<file path="src/rtl/conv_seq_ctrl_if.sv">
// Client-side bus of the Excess-3 -> BCD word sequencer.
//   start     : conversion request (sampled only while idle)
//   word_in   : NDIG packed Excess-3 digits, digit 0 in bits [3:0]
//   busy      : sequencer not idle
//   done      : one-cycle pulse, result valid
//   bcd_out   : packed BCD result, invalid digits read 4'hF
//   err_mask  : per-digit invalid flags
//   err       : OR of err_mask
// master = upstream client, slave = sequencer.
interface conv_seq_ctrl_if #(
  parameter int NDIG = 4
);
  logic                start;
  logic [4*NDIG-1:0]   word_in;
  logic                busy;
  logic                done;
  logic [4*NDIG-1:0]   bcd_out;
  logic [NDIG-1:0]     err_mask;
  logic                err;

  modport master (
    output start, word_in,
    input  busy, done, bcd_out, err_mask, err
  );

  modport slave (
    input  start, word_in,
    output busy, done, bcd_out, err_mask, err
  );
endinterface

</file>
<file path="src/rtl/conv_seq_ctrl.sv">
// Word sequencer sharing one combinational Excess-3 -> BCD converter.
// A start request latches an NDIG-digit word; one digit per cycle is driven
// on conv_e and the converter's conv_b/conv_v answer is captured at the next
// edge. The packed result, error mask and a one-cycle done pulse are
// presented together once every digit (or the first bad one) is handled.
//
// Ports:
//   clk     : clock, rising edge
//   rst     : synchronous active-high reset
//   bus     : client interface (conv_seq_ctrl_if.slave)
//   conv_e  : digit driven to the shared converter (0 when not converting)
//   conv_b  : converter BCD output
//   conv_v  : converter valid flag
//
// Optional feature macro: CONV_EARLY_ABORT_EN
//   defined   -> stop at the first invalid digit; later digits read 4'hF with
//                mask bits clear, done follows that capture directly.
//   undefined -> every digit is always converted.
module conv_seq_ctrl #(
  parameter int NDIG = 4
) (
  input  logic          clk,
  input  logic          rst,
  conv_seq_ctrl_if.slave bus,
  output logic [3:0]    conv_e,
  input  logic [3:0]    conv_b,
  input  logic          conv_v
);

  localparam int W  = 4 * NDIG;
  localparam int IW = (NDIG > 1) ? $clog2(NDIG) : 1;
  localparam logic [IW-1:0] LAST_IDX = IW'(NDIG - 1);

  typedef enum logic [1:0] {
    IDLE,
    CONV,
    DONE
  } state_t;

  state_t          state;
  logic [IW-1:0]   idx;
  logic [W-1:0]    word_q;
  logic [W-1:0]    res_q;
  logic [NDIG-1:0] mask_q;

  logic [W-1:0]    word_sh;
  logic [W-1:0]    res_nxt;
  logic [NDIG-1:0] mask_nxt;
  logic            abort;
  logic            last;

  // word_q is consumed by shifting: its low nibble is always the digit that
  // follows the one currently on conv_e, so conv_e can be loaded straight
  // from a register without a variable-index mux.
  assign word_sh = word_q >> 4;
  assign last    = (idx == LAST_IDX);

  // Result accumulator with the current capture merged in.
  always_comb begin
    res_nxt  = res_q;
    mask_nxt = mask_q;
    abort    = 1'b0;
    for (int unsigned i = 0; i < NDIG; i++) begin
      if (IW'(i) == idx) begin
        if (conv_v) begin
          res_nxt[4*i +: 4] = conv_b;
          mask_nxt[i]       = 1'b0;
        end else begin
          res_nxt[4*i +: 4] = 4'hF;
          mask_nxt[i]       = 1'b1;
        end
      end
    end
`ifdef CONV_EARLY_ABORT_EN
    if (!conv_v) begin
      abort = 1'b1;
      for (int unsigned i = 0; i < NDIG; i++) begin
        if (IW'(i) > idx) begin
          res_nxt[4*i +: 4] = 4'hF;
          mask_nxt[i]       = 1'b0;
        end
      end
    end
`endif
  end

  always_ff @(posedge clk) begin
    if (rst) begin
      state        <= IDLE;
      idx          <= '0;
      word_q       <= '0;
      res_q        <= '0;
      mask_q       <= '0;
      conv_e       <= '0;
      bus.busy     <= 1'b0;
      bus.done     <= 1'b0;
      bus.bcd_out  <= '0;
      bus.err_mask <= '0;
      bus.err      <= 1'b0;
    end else begin
      case (state)
        IDLE: begin
          bus.done <= 1'b0;
          if (bus.start) begin
            word_q   <= bus.word_in >> 4;
            conv_e   <= bus.word_in[3:0];
            idx      <= '0;
            res_q    <= '0;
            mask_q   <= '0;
            bus.busy <= 1'b1;
            state    <= CONV;
          end
        end
        CONV: begin
          res_q  <= res_nxt;
          mask_q <= mask_nxt;
          if (last || abort) begin
            conv_e       <= '0;
            bus.done     <= 1'b1;
            bus.bcd_out  <= res_nxt;
            bus.err_mask <= mask_nxt;
            bus.err      <= |mask_nxt;
            state        <= DONE;
          end else begin
            idx    <= idx + 1'b1;
            word_q <= word_sh;
            conv_e <= word_q[3:0];
          end
        end
        DONE: begin
          bus.done <= 1'b0;
          bus.busy <= 1'b0;
          state    <= IDLE;
        end
        default: begin
          state    <= IDLE;
          conv_e   <= '0;
          bus.busy <= 1'b0;
          bus.done <= 1'b0;
        end
      endcase
    end
  end

endmodule
</file>
<file path="src/flat_wrapper.sv">
// flat-port wrapper written by rule: the top's interface ports become plain ports
module conv_seq_ctrl_flat 
#(
  parameter int NDIG = 4
)
  (clk, rst, conv_e, conv_b, conv_v, bus_start, bus_word_in, bus_busy, bus_done, bus_bcd_out, bus_err_mask, bus_err);
  conv_seq_ctrl_if #(.NDIG(NDIG)) bus_i ();
  input  logic clk;
  input  logic rst;
  output logic [3:0] conv_e;
  input  logic [3:0] conv_b;
  input  logic conv_v;
  input wire logic [$bits(bus_i.start)-1:0] bus_start;
  input wire logic [$bits(bus_i.word_in)-1:0] bus_word_in;
  output wire logic [$bits(bus_i.busy)-1:0] bus_busy;
  output wire logic [$bits(bus_i.done)-1:0] bus_done;
  output wire logic [$bits(bus_i.bcd_out)-1:0] bus_bcd_out;
  output wire logic [$bits(bus_i.err_mask)-1:0] bus_err_mask;
  output wire logic [$bits(bus_i.err)-1:0] bus_err;
  assign bus_i.start = bus_start;
  assign bus_i.word_in = bus_word_in;
  assign bus_busy = bus_i.busy;
  assign bus_done = bus_i.done;
  assign bus_bcd_out = bus_i.bcd_out;
  assign bus_err_mask = bus_i.err_mask;
  assign bus_err = bus_i.err;
  conv_seq_ctrl #(.NDIG(NDIG)) u_core (.clk(clk), .rst(rst), .bus(bus_i), .conv_e(conv_e), .conv_b(conv_b), .conv_v(conv_v));
endmodule
</file>
<file path="config.mk">
export PLATFORM = sky130hd
export DESIGN_NAME = conv_seq_ctrl_flat
export DESIGN_NICKNAME = d
export VERILOG_FILES = /design/src/rtl/conv_seq_ctrl_if.sv /design/src/rtl/conv_seq_ctrl.sv /design/src/flat_wrapper.sv
export SDC_FILE = /design/constraint.sdc
export NUM_CORES = 1
export LEC_CHECK = 0
export CELL_PAD_IN_SITES_DETAIL_PLACEMENT = 1
export CELL_PAD_IN_SITES_GLOBAL_PLACEMENT = 2
export CORE_ASPECT_RATIO = 0.6
export CORE_MARGIN = 1.5
export CORE_UTILIZATION = 32
export CTS_CLUSTER_SIZE = 28
export DETAILED_ROUTE_END_ITERATION = 8
export GPL_TIMING_DRIVEN = 0
export PLACE_DENSITY = 0.79
export RECOVER_POWER = 100
export SLEW_MARGIN = 20
export SYNTH_ARGS = -nofsm -noshare
export SYNTH_HDL_FRONTEND = slang
export SYNTH_SLANG_ARGS = --single-unit
</file>
<file path="constraint.sdc">
create_clock -name clk -period 1.8 [get_ports clk]
set_input_delay 0.45 -clock clk [delete_from_list [all_inputs] [get_ports clk]]
set_output_delay 0.45 -clock clk [all_outputs]
set_load 0.005 [all_outputs]
</file>
==> impl_metrics.py, run 1 <==
metrics = {
    "setup_path": {
        "r2r_slack_ns": 0.15,
        "critPathBufInv": 1,
        "worstPathArrival_ns": 1.29,
        "r2r_start": "u_core.idx[1]",
        "critical_path_class": "reg -> out",
        "crit_fanout": 2,
        "cpMaxStageDelayCell": "dlygate4sd3_1",
        "crit_path_max_incr_delay_ns": 0.58,
        "r2r_end": "u_core.word_q[7]",
        "cp_data_required_time_ns": 1.35,
        "cp-end-kind": "output pin",
        "crit_family": "buffers and inverters",
        "cp_cell_sequence": "dlygate4sd3_1",
        "start_kind": "flop",
        "worstRegToRegCells": 5,
    },
    "clock_tree": {
        "cts_buffers": 9,
        "cts_buffer_depth": 2,
        "clk_latency_ns": 0.33,
        "cts-htree-levels": 3,
        "cts_sinks": 62,
        "cts_root_buf": "clkbuf_16",
        "cts_tree": "yes",
        "post_cts_buffers": 0,
        "path_clk_slew_ns": 0.05,
    },
    "yosys": {
        "ys_top_cells_by_count": "62 x dfxtp_1, 23 x nand2_1, 19 x a21oi_1, 19 x a22o_1, 19 x mux2i_1",
        "postSynthAreaPerCell_um2": 9.79,
        "synth_seq_cells": 62,
        "synth.most_common_cell": "dfxtp_1",
        "seq_area_frac_synth": 0.473,
        "synth_top_flop_cell": "dfxtp_1",
        "synth_top_area_frac": 0.473,
        "syn_area_mm2": 0.00262,
        "ys_types": 40,
        "synth_area_leaders": "dfxtp_1 47%, mux2i_1 7.3%, a22o_1 6.3%",
        "synth_edf_count": 0,
        "synthCells": 268,
        "synth-async-reset-ratio": 0,
        "yosys_warnings": 0,
        "syn_nets": 297,
        "yosysTopAreaCell": "dfxtp_1",
    },
    "floorplan": {
        "die_x_um": 120,
        "initial_core_util": 0.331,
        "die_height_um": 73.1,
        "std_cell_rows": 25,
        "ioPinCount": 51,
        "core_area_mm2": 0.00791,
        "fp.dieArea_mm2": 0.00877,
    },
    "final_layout": {
        "seq_area_mm2": 0.00124,
        "synthToLayoutAreaGrowth_pct": 34.9,
        "drive_above_1_share": 0.135,
        "stdcell_count": 441,
        "fin_nets": 357,
        "diodes": 0,
        "fin_area_mm2": 0.00354,
        "multi_input_area_mm2": 0.00122,
        "fillers": 890,
    },
    "placed_design": {
        "numPortBuffers": 50,
        "gp_congestion": 0.791,
        "place_hpwl_um": 5590,
        "dp.cells": 426,
        "post_dp_cell_area_mm2": 0.00326,
    },
    "routing": {
        "drt-pass1-iter-count": 5,
        "wl_per_cell_um": 17.3,
        "ant_nets": 0,
        "drc": 0,
        "dr_total_vias": 2222,
        "viasPerCell": 5.04,
        "drtIter0Drc": 84,
        "routed_wl_um": 7650,
    },
    "global_routing": {
        "antenna_found_initial": 0,
        "grt_usage": 0.189,
        "overflow": 0,
        "grt_max_degree": 11,
        "grt_pass1_vias": 2267,
        "grt_pass1_wl_um": 12200,
    },
    "timing": {
        "grt_setup_unrepaired": "false",
        "setup_viol": 0,
        "maxSlewHeadroom": 0.665,
        "tightest_slew_ns": 0.502,
        "fin_crit_sh": 0.965,
        "fin_crit_ns": 1.74,
        "finClkSkew_ns": 0.00359,
        "hold_viol": 0,
        "setup_tns_ns": 0,
        "maxSlewViolCount": 0,
        "clock.fmax_mhz": 576,
    },
    "power": {
        "comb_power_share": 0.092,
        "switchingPower_w": 0.000811,
        "pwr-share-clk": 0.485,
        "pwr-share-seq": 0.423,
        "ir_drop_mv": 0.462,
        "internal_power_w": 0.00261,
        "p_leak_nw": 1.42,
        "power_density_mw_per_mm2": 966,
        "swShare": 0.237,
    },
    "job": {
        "cap_violations": 0,
    },
    "hold_path": {
        "hold_depth": 2,
        "min_to": "u_core.word_q[0]",
        "hp-start": "u_core.word_q[0]",
        "hp-class": "reg -> reg",
    },
    "run_status": {
        "status": "finished, final reports clean",
    },
}
[power by group through the flow]
| stage | Combinational (W) | Clock [W] | Sequential [W] |
|---|---|---|---|
| final | 0.000314 | 0.00166 | 0.00145 |
| after global routing | 0.000343 | 0.00175 | 0.00145 |
| after global placement | 0.000323 | 0 | 0.00147 |
| after detailed placement | 0.000328 | 0 | 0.00147 |
| after CTS | 0.000334 | 0.00169 | 0.00145 |
| after floorplan | 0.000193 | 0 | 0.00147 |
[logic make-up after synthesis]
family / after synthesis / synth area share
adders and majority gates: 5 / 0.0239
AOI/OAI and AO/OA: 83 / 0.236
DFF: 62 / 0.473
muxes: 19 / 0.0725
and+or+nand+nor: 65 / 0.138
buffers and inverters: 34 / 0.0568
[cell usage in the layout, fill, tap and decap left out, types with 2 or more instances in the layout]
cell type / count
buf_2: 5
a22o_1: 19
nand2_1: 23
clkdlybuf4s50_1: 23
clkbuf_2: 8
dfxtp_1: 61
a21oi_1: 19
clkbuf_1: 3
o22ai_1: 16
nor4b_1: 2
o21ai_0: 10
mux2i_1: 19
o22ai_2: 4
nor2b_2: 3
nand2b_1: 5
or3b_1: 2
buf_4: 2
dlygate4sd3_1: 27
o221ai_1: 8
clkbuf_16: 9
ha_1: 4
nor3_1: 3
nor3b_1: 4
inv_1: 15
clkinv_2: 2
nor2b_1: 8
clkbuf_8: 3
nor2_1: 6
[sequential cells by signal (all words and copies together) (netlist names)]
| name | cells |
|---|---|
| u_core.bus.bcd_out | 16 |
| u_core.bus.busy | 1 |
| u_core.bus.done | 1 |
| u_core.bus.err | 1 |
| u_core.bus.err_mask | 4 |
| u_core.conv_e | 4 |
| u_core.idx | 2 |
| u_core.mask_q | 3 |
| u_core.res_q | 16 |
| u_core.state | 2 |
| u_core.word_q | 12 |
[through the flow]
step | setup slack [ns] | hold WS, ns | utilization | total power (W)
floorplan | 0.333 | 0.419 | - | 0.00166
global placement | -0.461 | 0.433 | 0.412 | 0.00180
detailed placement | -0.494 | 0.437 | 0.412 | 0.00180
CTS | 0.0000131 | 0.444 | 0.450 | 0.00347
global route | 0.00924 | 0.464 | 0.447 | 0.00355
finish | 0.0624 | 0.444 | 0.447 | 0.00342
[layer usage]
layer	vias to the layer above	global-route usage	wire (µm)
li1	1094	-	-
met3	4	0.0680	439
met2	51	0.266	3220
met4	0	0.0595	43
met1	1073	0.269	3940
met5	-	0	0
[layout make-up]
class | count | area share
Sequential cell | 62 | 0.351
Multi-Input combinational cell | 172 | 0.345
Timing Repair Buffer | 50 | 0.141
Clock buffer | 13 | 0.0764
Tap cell | 108 | 0.0382
Buffer | 18 | 0.0269
Inverter | 15 | 0.0159
Clock inverter | 3 | 0.00495
[how the worst max path moves through the flow]
stage / from / end / slack, ns / cells past startpoint
after floorplan: u_core.idx[0] / u_core.bus.bcd_out[14] / 0.33 / 4
after global placement: rst / u_core.word_q[7] / -0.46 / 6
after detailed placement: rst / u_core.word_q[7] / -0.49 / 6
after CTS: u_core.idx[0] / u_core.bus.bcd_out[4] / 0.00001 / 6
after global routing: rst / u_core.bus.err / 0.009 / 7
final: u_core.bus.bcd_out[4] / bus_bcd_out[4] / 0.06 / 1
[repair_timing]
action                                  CTS  global route
endpoints found under the setup margin   18            29
hold buffers                              0             0
gates resized for setup                   5            10
No activity file was read; power rests on OpenSTA's default activity.
==> inputs of run 2 (changes only) <==
Settings changed: PLACE_DENSITY 0.79 to 0.76.
==> run 2 against run 1 <==
Net effect:
- combinational power is 4% higher
- power is 12% higher
- first-iteration DRC count is 21% higher
- flip-flop and latch count stayed put
- largest power group unchanged
- setup slack worse by 0.0095 ns
- maximum frequency is 0.54% lower
- critical path type is now in -> reg
- clock power is 23% higher
- sequential power hardly changed
- via count is 0.54% higher
- routed wire length is 1.3% higher
==> impl_metrics.py, run 2 (synthesis gave the netlist of run 1 again) <==
metrics = {
    "timing": {
        "fin_crit_ns": 1.75,
        "tightest_slew_ns": 0.525,
        "finClkSkew_ns": 0.00345,
        "grt_setup_unrepaired": "false",
        "setup_tns_ns": 0,
        "maxSlewHeadroom": 0.649,
        "maxSlewViolCount": 0,
        "setup_viol": 0,
        "hold_viol": 0,
        "clock.fmax_mhz": 572,
        "timing.final.ws_setup_ns": 0.0529,
        "fin_crit_sh": 0.971,
    },
    "floorplan": {
        "die_x_um": 120,
        "std_cell_rows": 25,
        "fp.dieArea_mm2": 0.00877,
        "initial_core_util": 0.331,
        "ioPinCount": 51,
        "die_height_um": 73.1,
        "core_area_mm2": 0.00791,
    },
    "setup_path": {
        "cpMaxStageDelayCell": "clkdlybuf4s50_1",
        "worstPathArrival_ns": 2.02,
        "worstRegToRegCells": 5,
        "crit_fanout": 9,
        "start_kind": "input port",
        "critPathBufInv": 2,
        "r2r_end": "u_core.word_q[5]",
        "crit_family": "simple AND/OR/NAND/NOR gates",
        "cp-end-kind": "flop",
        "cp_data_required_time_ns": 2.07,
        "r2r_slack_ns": 0.15,
        "cp_cell_sequence": "clkdlybuf4s50_1 -> or3b_1 -> clkbuf_4 -> nor2b_2 -> a22o_1",
        "r2r_start": "u_core.idx[1]",
        "critical_path_class": "in -> reg",
        "crit_path_max_incr_delay_ns": 0.43,
    },
    "final_layout": {
        "final_util": 0.459,
        "top_regs": "u_core.bus.bcd_out x16, u_core.res_q x16, u_core.word_q x12",
        "diodes": 0,
        "fin_nets": 357,
        "synthToLayoutAreaGrowth_pct": 38.5,
        "final_common_cell": "dfxtp_1",
        "final_cell_mix": "61 x dfxtp_1, 27 x dlygate4sd3_1, 23 x nand2_1",
        "fin_area_mm2": 0.00363,
        "drive_above_1_share": 0.136,
    },
    "clock_tree": {
        "path_clk_slew_ns": 0.05,
        "cts_sinks": 62,
        "post_cts_buffers": 0,
        "cts-htree-levels": 3,
        "cts_buffers": 9,
        "cts_root_buf": "clkbuf_16",
        "clk_latency_ns": 0.33,
        "cts_tree": "yes",
        "ctsHoldBuffers": 0,
        "cts_buffer_depth": 2,
    },
    "hold_path": {
        "hp-class": "reg -> reg",
        "hold_depth": 2,
        "min_to": "u_core.word_q[1]",
        "hp-start": "u_core.word_q[1]",
    },
    "routing": {
        "ant_nets": 0,
        "drtIter0Drc": 102,
        "dr_total_vias": 2234,
        "viasPerCell": 5.08,
        "drc": 0,
        "drt-pass1-iter-count": 4,
        "wl_per_cell_um": 17.6,
        "routed_wl_um": 7750,
    },
    "global_routing": {
        "antenna_found_initial": 0,
        "grt_usage": 0.192,
        "grt_max_degree": 11,
        "grt_pass1_vias": 2230,
        "grt_pass1_wl_um": 12500,
        "overflow": 0,
    },
    "run_status": {
        "status": "finished, final reports clean",
    },
    "placed_design": {
        "post_dp_cell_area_mm2": 0.00326,
        "gp_congestion": 0.791,
        "numPortBuffers": 50,
        "dp_slack_ns": -0.454,
        "place_hpwl_um": 5650,
    },
    "job": {
        "cap_violations": 0,
    },
    "power": {
        "ir_drop_mv": 0.620,
        "power_density_mw_per_mm2": 1050,
        "p_leak_nw": 1.46,
    },
}
[run 2: worst max path at each step]
stage	from	endpoint	slack [ns]	depth (start not counted)
floorplan	u_core.idx[0]	u_core.bus.bcd_out[14]	0.33	4
global placement	bus_start	u_core.word_q[5]	-0.42	5
detailed placement	bus_start	u_core.word_q[5]	-0.45	5
CTS	conv_v	u_core.res_q[14]	0.01	4
global route	bus_start	u_core.conv_e[1]	0.003	4
finish	rst	u_core.res_q[9]	0.05	5
[run 2: layer usage]
metal | GRT usage | vias up | share of wire
met1 | 0.275 | 1076 | 0.53
met5 | 0 | - | 0
met4 | 0.0794 | 0 | 0.013
met2 | 0.269 | 60 | 0.41
li1 | - | 1088 | -
met3 | 0.0570 | 10 | 0.056
[run 2: per-stage QoR]
step / std cells / power (W) / hold slack (ns)
floorplan: 268 / 0.00166 / 0.419
global placement: 426 / 0.00180 / 0.433
detailed placement: 426 / 0.00181 / 0.439
CTS: 440 / 0.00387 / 0.448
global route: 440 / 0.00396 / 0.468
finish: 440 / 0.00382 / 0.444
[run 2: power breakdown]
| part | switching, W | internal [W] |
|---|---|---|
| sequential | 0.0000276 | 0.00142 |
| combinational | 0.000174 | 0.000153 |
| clock | 0.000590 | 0.00146 |
[run 2: cell type report]
type / instances / area, µm²
Clock inverter: 3 / 90.1
Timing Repair Buffer: 50 / 503
Clock buffer: 12 / 267
Inverter: 15 / 56.3
Sequential cell: 62 / 1240
Tap cell: 108 / 135
Buffer: 18 / 97.6
Fill cell: 900 / 4280
Multi-Input combinational cell: 172 / 1240
[run 2: timing repair]
| action | in CTS | in global routing |
|---|---|---|
| setup endpoints to repair | 22 | 24 |
| gates resized for setup | 7 | 9 |
| hold endpoints to repair | 0 | 0 |
[run 2: worst min-delay path, stage by stage (launching register included)]
cell     delay [ns]
dfxtp_1        0.30
inv_1          0.04
a21oi_1        0.05
==> inputs of run 3 (changes only) <==
Settings changed: CORE_MARGIN 1.5 to not set, PLACE_DENSITY 0.76 to not set, PLACE_DENSITY_LB_ADDON set to 0.1.
==> run 3 against run 2 <==
Net effect:
- sequential power about the same
- maximum frequency shrank 0.62%
- setup slack worse by 0.011 ns
- cell area decreased by 1.6%
- flip-flop and latch count stayed put
- clock power down 13%
- clock skew increased by 0.00069 ns
- non-clock buffer count rose by 1
- combinational power shrank 4%
- via count decreased by 1.2%
- critical path type unchanged
- critical endpoint is now u_core.res_q[13]
- largest cell class unchanged
==> impl_metrics.py, run 3 (synthesis gave the netlist of run 1 again) <==
metrics = {
    "run_status": {
        "status": "finished, final reports clean",
    },
    "timing": {
        "maxSlewHeadroom": 0.633,
        "fin_crit_ns": 1.76,
        "tightest_slew_ns": 0.549,
        "finClkSkew_ns": 0.00414,
        "grt_setup_unrepaired": "false",
        "fin_crit_sh": 0.977,
        "hold_viol": 0,
        "timing.final.ws_setup_ns": 0.0420,
        "clock.fmax_mhz": 569,
        "setup_viol": 0,
        "maxSlewViolCount": 0,
    },
    "setup_path": {
        "worstPathArrival_ns": 2.03,
        "cp_data_required_time_ns": 2.07,
        "r2r_slack_ns": 0.14,
        "crit_fanout": 9,
        "start_kind": "input port",
        "cp-end-kind": "flop",
        "critical_path_class": "in -> reg",
        "r2r_start": "u_core.idx[1]",
        "r2r_end": "u_core.bus.err_mask[1]",
        "worstRegToRegCells": 6,
    },
    "routing": {
        "routed_wl_um": 7440,
        "dr_total_vias": 2207,
        "wl_per_cell_um": 16.9,
        "drc": 0,
        "ant_nets": 0,
        "viasPerCell": 5.00,
        "drtIter0Drc": 105,
        "drt-pass1-iter-count": 4,
    },
    "floorplan": {
        "die_x_um": 119,
        "core_area_mm2": 0.00791,
        "die_height_um": 72.1,
        "initial_core_util": 0.331,
        "ioPinCount": 51,
        "fp.dieArea_mm2": 0.00857,
        "std_cell_rows": 25,
    },
    "global_routing": {
        "antenna_found_initial": 0,
        "grt_max_degree": 11,
        "overflow": 0,
        "grt_usage": 0.191,
        "grt_pass1_vias": 2201,
        "grt_pass1_wl_um": 12000,
    },
    "clock_tree": {
        "cts_tree": "yes",
        "cts_buffers": 9,
        "cts-htree-levels": 3,
        "cts_root_buf": "clkbuf_16",
        "clk_latency_ns": 0.33,
        "cts_sinks": 62,
        "path_clk_slew_ns": 0.05,
        "ctsHoldBuffers": 0,
        "cts_buffer_depth": 2,
    },
    "final_layout": {
        "drive_above_1_share": 0.138,
        "final_util": 0.452,
        "diodes": 0,
        "synthToLayoutAreaGrowth_pct": 36.4,
        "fin_nets": 358,
        "top_regs": "u_core.bus.bcd_out x16, u_core.res_q x16, u_core.word_q x12",
        "fillers": 893,
        "final_cell_mix": "61 x dfxtp_1, 27 x dlygate4sd3_1, 23 x nand2_1",
        "final_common_cell": "dfxtp_1",
    },
    "power": {
        "finalPower_w": 0.00354,
        "power_density_mw_per_mm2": 990,
        "ir_drop_mv": 0.482,
        "p_leak_nw": 1.43,
    },
    "hold_path": {
        "hp-class": "reg -> reg",
        "hp-start": "u_core.word_q[3]",
        "min_to": "u_core.word_q[3]",
        "hold_depth": 2,
    },
    "job": {
        "cap_violations": 0,
    },
    "placed_design": {
        "numPortBuffers": 50,
        "gp_congestion": 0.720,
        "dp_slack_ns": -0.373,
        "place_hpwl_um": 5480,
    },
}
run 3: changes by cell type in the layout (fill, tap and decap cells not counted), moves of 2 or more:
cell / before / now
buf_2: 6 / 3
bufinv_16: 3 / 1
o22ai_2: 1 / 3
o22ai_4: 3 / 1
run 3: critical path: stages:
cell,delay [ns]
clkdlybuf4s50_1,0.43
or3b_1,0.41
buf_4,0.22
nor2b_2,0.33
a22o_1,0.19
run 3: what timing repair did:
item | CTS | global route
pin swaps | 0 | 0
resized for setup | 5 | 11
hold endpoints to repair | 0 | 0
endpoints found under the setup margin | 15 | 17
buffers inserted | 0 | 0
run 3: layout make-up:
cell class              instances  area [µm²]  share of cell area
clock inverters                 3        42.5              0.0119
plain buffers                  19         106              0.0297
well taps                     108         135              0.0378
clock buffers                  12         267              0.0745
flip-flops and latches         62        1240               0.347
inverters                      15        56.3              0.0157
repair buffers                 50         499               0.140
multi-input cells             172        1230               0.343
run 3: worst max path at each step:
stage	startpoint	end	slack, ns	cells past startpoint
after floorplan	u_core.idx[0]	u_core.bus.bcd_out[14]	0.33	4
after global placement	rst	u_core.word_q[7]	-0.32	6
after detailed placement	bus_start	u_core.word_q[1]	-0.37	5
after CTS	rst	u_core.bus.bcd_out[0]	0.002	6
after global routing	u_core.idx[1]	u_core.bus.err_mask[1]	0.002	6
final	rst	u_core.res_q[13]	0.04	5
run 3: stage by stage:
stage / setup TNS, ns / hold slack [ns] / instance area, µm² / cells
after floorplan: 0 / 0.419 / 2620 / 268
after global placement: -13.92 / 0.434 / 3260 / 426
after detailed placement: -14.92 / 0.437 / 3260 / 426
after CTS: 0 / 0.445 / 3570 / 441
after global routing: 0 / 0.471 / 3580 / 441
final: 0 / 0.446 / 3580 / 441
run 3: power breakdown:
group	switching (W)	internal, W
sequential	0.0000287	0.00142
combinational	0.000167	0.000149
clock	0.000602	0.00117
run 3: routing by layer:
layer	vias to the layer above	global-route usage	part of all wire
met3	6	0.0613	0.049
met2	40	0.253	0.38
li1	1095	-	-
met4	0	0.0591	0.0054
met1	1066	0.287	0.56
met5	-	0	0
